--- src/rtl/cross_bar_pkg.sv ---
// Shared types, default sizes and the round-robin pick helper for the
// request/ack crossbar and its per-slave arbiters.
package cross_bar_pkg;

    localparam int DEF_MASTER_N = 4;
    localparam int DEF_SLAVE_N  = 4;
    localparam int DEF_ADDR_W   = 32;
    localparam int DEF_DATA_W   = 32;

    // Widest requester vector the pick helper handles (MASTER_N <= 16).
    localparam int RR_MAX_N = 16;
    localparam int RR_IDX_W = 4;

    localparam logic CMD_READ  = 1'b0;
    localparam logic CMD_WRITE = 1'b1;

    // Bit replicated across DATA_W for the error responder's read data.
    localparam logic ERR_RDATA = 1'b1;

    typedef enum logic {
        ARB_IDLE,
        ARB_BUSY
    } arb_state_t;

    typedef struct packed {
        logic                valid;
        logic [RR_IDX_W-1:0] idx;
    } rr_pick_t;

    // First set bit of req_vec after ptr in cyclic order over n requesters
    // (0-based indices). Scanning from the far end lets the nearest win.
    function automatic rr_pick_t rr_pick(input logic [RR_MAX_N-1:0] req_vec,
                                         input logic [RR_IDX_W-1:0] ptr,
                                         input int                  n);
        rr_pick_t pick;
        int       idx;
        pick = '0;
        for (int i = RR_MAX_N; i >= 1; i--) begin
            if (i <= n) begin
                idx = int'(ptr) + i;
                if (idx >= n) begin
                    idx = idx - n;
                end
                if (req_vec[idx]) begin
                    pick.valid = 1'b1;
                    pick.idx   = RR_IDX_W'(idx);
                end
            end
        end
        return pick;
    endfunction

endpackage

--- src/rtl/cross_bar_rr_arb.sv ---
// One target's arbiter: filters masters by decoded target, picks round-robin,
// and holds the grant until the target acks or the granted master drops req.
module cross_bar_rr_arb
    import cross_bar_pkg::*;
#(
    parameter  int MASTER_N = DEF_MASTER_N,
    parameter  int TGT_W    = 3,
    parameter  int ARB_ID   = 0,
    localparam int GNT_W    = $clog2(MASTER_N)
) (
    input  logic                            clk,
    input  logic                            aresetn,
    input  logic [MASTER_N-1:0]             master_req,
    input  logic [MASTER_N-1:0][TGT_W-1:0]  target,
    input  logic                            ack,
    output logic                            busy,
    output logic [GNT_W-1:0]                grant
);

    arb_state_t           state;
    logic [GNT_W-1:0]     rr_ptr;
    logic [RR_MAX_N-1:0]  cand;
    logic [RR_IDX_W-1:0]  ptr_ext;
    rr_pick_t             pick;
    logic [GNT_W-1:0]     pick_idx;

    // NOTE: every variable gets a default at the top of the block, so no
    // path through it can leave a value unassigned and infer a latch.
    always_comb begin
        cand    = '0;
        ptr_ext = '0;
        for (int m = 0; m < MASTER_N; m++) begin
            cand[m] = master_req[m] && (target[m] == TGT_W'(ARB_ID));
        end
        ptr_ext[GNT_W-1:0] = rr_ptr;
        pick               = rr_pick(cand, ptr_ext, MASTER_N);
        pick_idx           = GNT_W'(pick.idx);
    end

    // NOTE: state registers use non-blocking assignments so every flop
    // samples the pre-edge values, independent of statement order.
    always_ff @(posedge clk or negedge aresetn) begin
        if (!aresetn) begin
            state  <= ARB_IDLE;
            grant  <= '0;
            rr_ptr <= GNT_W'(MASTER_N - 1);
        end else begin
            case (state)
                ARB_IDLE: begin
                    if (pick.valid) begin
                        grant <= pick_idx;
                        state <= ARB_BUSY;
                    end
                end
                ARB_BUSY: begin
                    if (ack) begin
                        state  <= ARB_IDLE;
                        rr_ptr <= grant;
                    end else if (!master_req[grant]) begin
                        // Master abandoned the transfer: release, keep fairness pointer.
                        state <= ARB_IDLE;
                    end
                end
                default: state <= ARB_IDLE;
            endcase
        end
    end

    assign busy = (state == ARB_BUSY);

endmodule

--- src/rtl/cross_bar_rr.sv ---
// Parametrised request/ack crossbar: address decode, per-slave round-robin
// arbitration with transaction-long grants, and an error responder.
module cross_bar_rr
    import cross_bar_pkg::*;
#(
    parameter  int MASTER_N = DEF_MASTER_N,
    parameter  int SLAVE_N  = DEF_SLAVE_N,
    parameter  int ADDR_W   = DEF_ADDR_W,
    parameter  int DATA_W   = DEF_DATA_W,
    localparam int SEL_W    = $clog2(SLAVE_N),
    localparam int TGT_W    = $clog2(SLAVE_N + 1),
    localparam int GNT_W    = $clog2(MASTER_N)
) (
    input  logic                             clk,
    input  logic                             aresetn,
    input  logic [MASTER_N:1]                master_req,
    input  logic [MASTER_N:1][ADDR_W-1:0]    master_addr,
    input  logic [MASTER_N:1]                master_cmd,
    input  logic [MASTER_N:1][DATA_W-1:0]    master_wdata,
    output logic [MASTER_N:1]                master_ack,
    output logic [MASTER_N:1][DATA_W-1:0]    master_rdata,
    output logic [MASTER_N:1]                master_err,
    output logic [SLAVE_N:1]                 slave_req,
    output logic [SLAVE_N:1][ADDR_W-1:0]     slave_addr,
    output logic [SLAVE_N:1]                 slave_cmd,
    output logic [SLAVE_N:1][DATA_W-1:0]     slave_wdata,
    input  logic [SLAVE_N:1]                 slave_ack,
    input  logic [SLAVE_N:1][DATA_W-1:0]     slave_rdata
);

    // Zero-based views of the ports; index SLAVE_N is the error responder.
    logic [MASTER_N-1:0]               req;
    logic [MASTER_N-1:0][ADDR_W-1:0]   addr;
    logic [MASTER_N-1:0]               cmd;
    logic [MASTER_N-1:0][DATA_W-1:0]   wdata;
    logic [MASTER_N-1:0][TGT_W-1:0]    target;

    logic [SLAVE_N:0]                  arb_busy;
    logic [SLAVE_N:0]                  arb_ack;
    logic [SLAVE_N:0][GNT_W-1:0]       arb_grant;
    logic [SLAVE_N:0][DATA_W-1:0]      arb_rdata;

    logic [SLAVE_N-1:0]                s_req;
    logic [SLAVE_N-1:0][ADDR_W-1:0]    s_addr;
    logic [SLAVE_N-1:0]                s_cmd;
    logic [SLAVE_N-1:0][DATA_W-1:0]    s_wdata;

    logic [MASTER_N-1:0]               m_ack;
    logic [MASTER_N-1:0][DATA_W-1:0]   m_rdata;
    logic [MASTER_N-1:0]               m_err;

    logic                              err_ack_q;
    logic                              err_ack;

    assign req   = master_req;
    assign addr  = master_addr;
    assign cmd   = master_cmd;
    assign wdata = master_wdata;

    always_comb begin
        target = '0;
        for (int m = 0; m < MASTER_N; m++) begin
            if (int'(addr[m][ADDR_W-1 -: SEL_W]) < SLAVE_N) begin
                target[m] = TGT_W'(addr[m][ADDR_W-1 -: SEL_W]);
            end else begin
                target[m] = TGT_W'(SLAVE_N);
            end
        end
    end

    for (genvar j = 0; j <= SLAVE_N; j++) begin : g_arb
        cross_bar_rr_arb #(
            .MASTER_N (MASTER_N),
            .TGT_W    (TGT_W),
            .ARB_ID   (j)
        ) u_arb (
            .clk        (clk),
            .aresetn    (aresetn),
            .master_req (req),
            .target     (target),
            .ack        (arb_ack[j]),
            .busy       (arb_busy[j]),
            .grant      (arb_grant[j])
        );
    end

    // Error responder answers on the second BUSY cycle, i.e. one cycle after grant.
    always_ff @(posedge clk or negedge aresetn) begin
        if (!aresetn) begin
            err_ack_q <= 1'b0;
        end else begin
            err_ack_q <= arb_busy[SLAVE_N] && !err_ack_q;
        end
    end

    assign err_ack   = err_ack_q && arb_busy[SLAVE_N];
    assign arb_ack   = {err_ack, slave_ack};
    assign arb_rdata = {{DATA_W{ERR_RDATA}}, slave_rdata};

    always_comb begin
        s_req   = '0;
        s_addr  = '0;
        s_cmd   = '0;
        s_wdata = '0;
        for (int s = 0; s < SLAVE_N; s++) begin
            if (arb_busy[s]) begin
                s_req[s]   = req[arb_grant[s]];
                s_addr[s]  = addr[arb_grant[s]];
                s_cmd[s]   = cmd[arb_grant[s]];
                s_wdata[s] = wdata[arb_grant[s]];
            end
        end
    end

    // A master holds at most one grant, so OR-ing the return paths never merges two acks.
    always_comb begin
        m_ack   = '0;
        m_rdata = '0;
        m_err   = '0;
        for (int j = 0; j <= SLAVE_N; j++) begin
            if (arb_busy[j] && arb_ack[j]) begin
                m_ack[arb_grant[j]]   = 1'b1;
                m_rdata[arb_grant[j]] = m_rdata[arb_grant[j]] | arb_rdata[j];
                if (j == SLAVE_N) begin
                    m_err[arb_grant[j]] = 1'b1;
                end
            end
        end
    end

    assign slave_req    = s_req;
    assign slave_addr   = s_addr;
    assign slave_cmd    = s_cmd;
    assign slave_wdata  = s_wdata;
    assign master_ack   = m_ack;
    assign master_rdata = m_rdata;
    assign master_err   = m_err;

endmodule

--- config.mk ---
export PLATFORM = sky130hd
export DESIGN_NAME = cross_bar_rr
export DESIGN_NICKNAME = d
export VERILOG_FILES = /design/src/rtl/cross_bar_pkg.sv /design/src/rtl/cross_bar_rr_arb.sv /design/src/rtl/cross_bar_rr.sv
export SDC_FILE = /design/constraint.sdc
export NUM_CORES = 1
export LEC_CHECK = 0
export ABC_AREA = 1
export ABC_CLOCK_PERIOD_IN_PS = 2700
export CAP_MARGIN = 20
export CORE_AREA = 2 2 307 309
export CTS_BUF_LIST = sky130_fd_sc_hd__clkbuf_8
export DETAILED_ROUTE_END_ITERATION = 7
export DIE_AREA = 0 0 309 311
export DONT_BUFFER_PORTS = 1
export SLEW_MARGIN = 10
export SYNTH_ARGS = -nofsm -noshare
export SYNTH_HDL_FRONTEND = slang
export SYNTH_HIERARCHICAL = 1
export SYNTH_SLANG_ARGS = --single-unit
--- constraint.sdc ---
create_clock -name clk -period 2.7 [get_ports clk]
set_input_delay 0.27 -clock clk [delete_from_list [all_inputs] [get_ports clk]]
set_output_delay 0.27 -clock clk [all_outputs]
set_load 0.03 [all_outputs]
==> reports/qor.yml <==
status: "complete, but fails checks"
violations: "negative setup slack"
critPathRequiredTime_ps: 2430
hold_ws_ps: 142.8
grt_pass1_wl_mm: 209.3
ios: 798
worst_pin_slew_ps: 970.4
drc: 0
skew_ps: 0.6249
critPathMaxFanout: 5
synth-seq-cells: 26
grtUsageTotal: 0.2903
slew_violations: 0
wirelength_mm: 151.2
vias_per_cell: 5.691
avgSynthCellArea_sq_um: 4.848
rows: 112
period_share: 1.150
setup_viol: 188
fmax_ghz: 0.3219
ys_types: 34
fin_crit_ps: 3106
intPower_w: 0.01519
swShare: 0.6369
drive_above_1_share: 0.3184
cts-root-buf: "clkbuf_8"
synth_edf_count: 0
p_sw_w: 0.02665
synthDominantCellAreaShare: 0.2264
fin_util: 0.3270
fp.dieH_microns: 311
timing.setup.tns_ps: -40080
seqPwrFrac: 0.025
worstHoldPathType: "in -> reg"
initial_utilization: 0.2095
gp_congestion: 1.019
num_vias: 33110
vdd_drop_max_uv: 1095
fp.dieW_microns: 309
hold_violations: 0
dieArea_sq_um: 96100
yosysTopAreaCell: "nand2_1"
ys_warn_count: 6
drt-pass1-iter-count: 7
cts_max_level: 1
setup_ws_ps: -406.2
synthTopCellsByCount: "nand2_1 (1172), nand3_1 (668), nor2_1 (494)"
cts_buffer_depth: 2
p_comb_frac: 0.968
numPortBuffers: 0
routedWlPerCell_microns: 25.99
synth.most_common_cell: "nand2_1"
core_sq_um: 92770
numCtsBuffers: 3
cts.sinks: 26
synth.cell_area_sq_um: 19430
timing.critical_path.to_type: "output port"
fin_cells: 5818
ys_async_sr_fraction: 1.000
synthTopCellsByArea: "nand2_1 (23%), nand3_1 (17%), a221oi_1 (12%)"
arrival_ps: 2840
p_clk_frac: 0.008
insertion_delay_ps: 280
cts.reportedPaths.clkPinSlew_ps: 90
maxCapViolCount: 0
drtIter0Drc: 4411
dp_hpwl_mm: 114.8
p_leak_nw: 14.92
synthCells: 4009
place_ws_ps: -155.3
hold-path-cell-count: 3
critPathKind: "reg -> out"
rsz0062_at_grt: "yes"
startpoint_type: "flop"
ys_seq_area_frac: 0.03412
antenna_found_initial: 23
pwr_density_cell_nw_per_um2: 1379
reg2regPathDepth: 10
syn_to_final_growth_pct: 56.09
cts_tree: "yes"
postRouteAntennaNets: 0
synth_ff_type: "dfrtp_1"
dp.cells: 5735
max_slew_margin: 0.3531
overflow: 0
grt_pass1_vias: 29740
grt_max_degree: 67
final_nets: 4971
[power by group through the flow]
stage	combinational, W	sequential [W]	clock [W]
after floorplan	0.0206	0.000936	0
after global placement	0.0374	0.00101	0
after detailed placement	0.0375	0.00103	0
after CTS	0.0388	0.00102	0.000330
after global routing	0.0421	0.00107	0.000346
final	0.0405	0.00103	0.000325
[worst max-delay path, stage by stage, from the launching register on]
cell and delay [ps]:
dfrtp_1 420, buf_4 150, nor2_4 140, inv_4 50
nor2_4 120, buf_12 140, buf_4 120, clkbuf_16 140
buf_4 110, nand3_2 70, nand2_2 100, nor2_4 50
nor2_4 150, nand3_1 100, nand2_1 110, nor2_1 50
nor2_2 110, nand2_2 110, nand2_1 90, nand2_2 80
buf_12 140
[logic make-up after synthesis]
logic type | share of synthesized area
buffers and inverters | 0.1626
AOI/OAI and AO/OA | 0.2481
and+or+nand+nor | 0.5454
adders and majority gates | 0.009657
DFF | 0.03412
other | 0.0001930
[area by class of cell]
cell class                      instances  area (sq um)
Clock buffer                            3         41.29
Inverter                              542          2063
Clock inverter                          1         30.03
Tap cell                             1254          1569
Fill cell                           10350         62430
Multi-Input combinational cell       3183         17720
Antenna cell                            7         17.52
Timing Repair Buffer                  802          8234
Sequential cell                        26         665.6
[registers in the layout (all words and copies together), names as in the netlist]
name,count
err_ack_q,1
g_arb.u_arb/busy,5
g_arb.u_arb/grant,10
g_arb.u_arb/rr_ptr,10
[layer usage]
| layer | part of all wire | up-vias | GRT usage |
|---|---|---|---|
| li1 | - | 14590 | - |
| met2 | 0.44 | 2473 | 0.4660 |
| met1 | 0.35 | 15350 | 0.3315 |
| met3 | 0.12 | 664 | 0.08098 |
| met4 | 0.090 | 28 | 0.2007 |
| met5 | 0.0012 | - | 0.008595 |
[cells in the final DEF, fill, tap and decap left out, types with 74 or more instances in the layout]
cell type / Yosys / layout
nand2_1: 1172 / 944
o21ai_0: 91 / 74
buf_4: 5 / 612
o22ai_1: 264 / 264
buf_12: 0 / 150
a221oi_1: 264 / 263
inv_1: 493 / 472
nand3_1: 668 / 569
nor2_4: 5 / 79
nand3_2: 36 / 131
nor2_1: 494 / 413
nand2_2: 22 / 200
[through the flow]
stage	total power, W	area [sq um]
after floorplan	0.02150	19510
after global placement	0.03839	27370
after detailed placement	0.03853	27370
after CTS	0.04014	28940
after global routing	0.04355	30330
final	0.04184	30340
[repair_timing]
| item | CTS | global route |
|---|---|---|
| pin swaps | 112 | 99 |
| gates cloned | 7 | 4 |
| hold endpoints to repair | 26 | 0 |
| hold buffers | 2 | 0 |
| buffers inserted | 28 | 31 |
| gates resized for setup | 313 | 290 |
| endpoints found under the setup margin | 193 | 244 |
[path summary, 6_finish.rpt]
| kind | from | end | slack, ps |
|---|---|---|---|
| worst min register to register | err_ack_q | err_ack_q | 430 |
| worst min-delay path | slave_ack[4] | g_arb[3].u_arb/busy | 140 |
| min in group asynchronous | aresetn | g_arb[3].u_arb/grant[0] | 450 |
| max in group asynchronous | aresetn | g_arb[0].u_arb/rr_ptr[1] | 2030 |
| worst max-delay path | g_arb[1].u_arb/grant[0] | master_rdata[13] | -410 |
| worst max register to register | g_arb[2].u_arb/rr_ptr[0] | g_arb[2].u_arb/grant[1] | 640 |
Note: power is estimated with default switching activity, not from simulation.
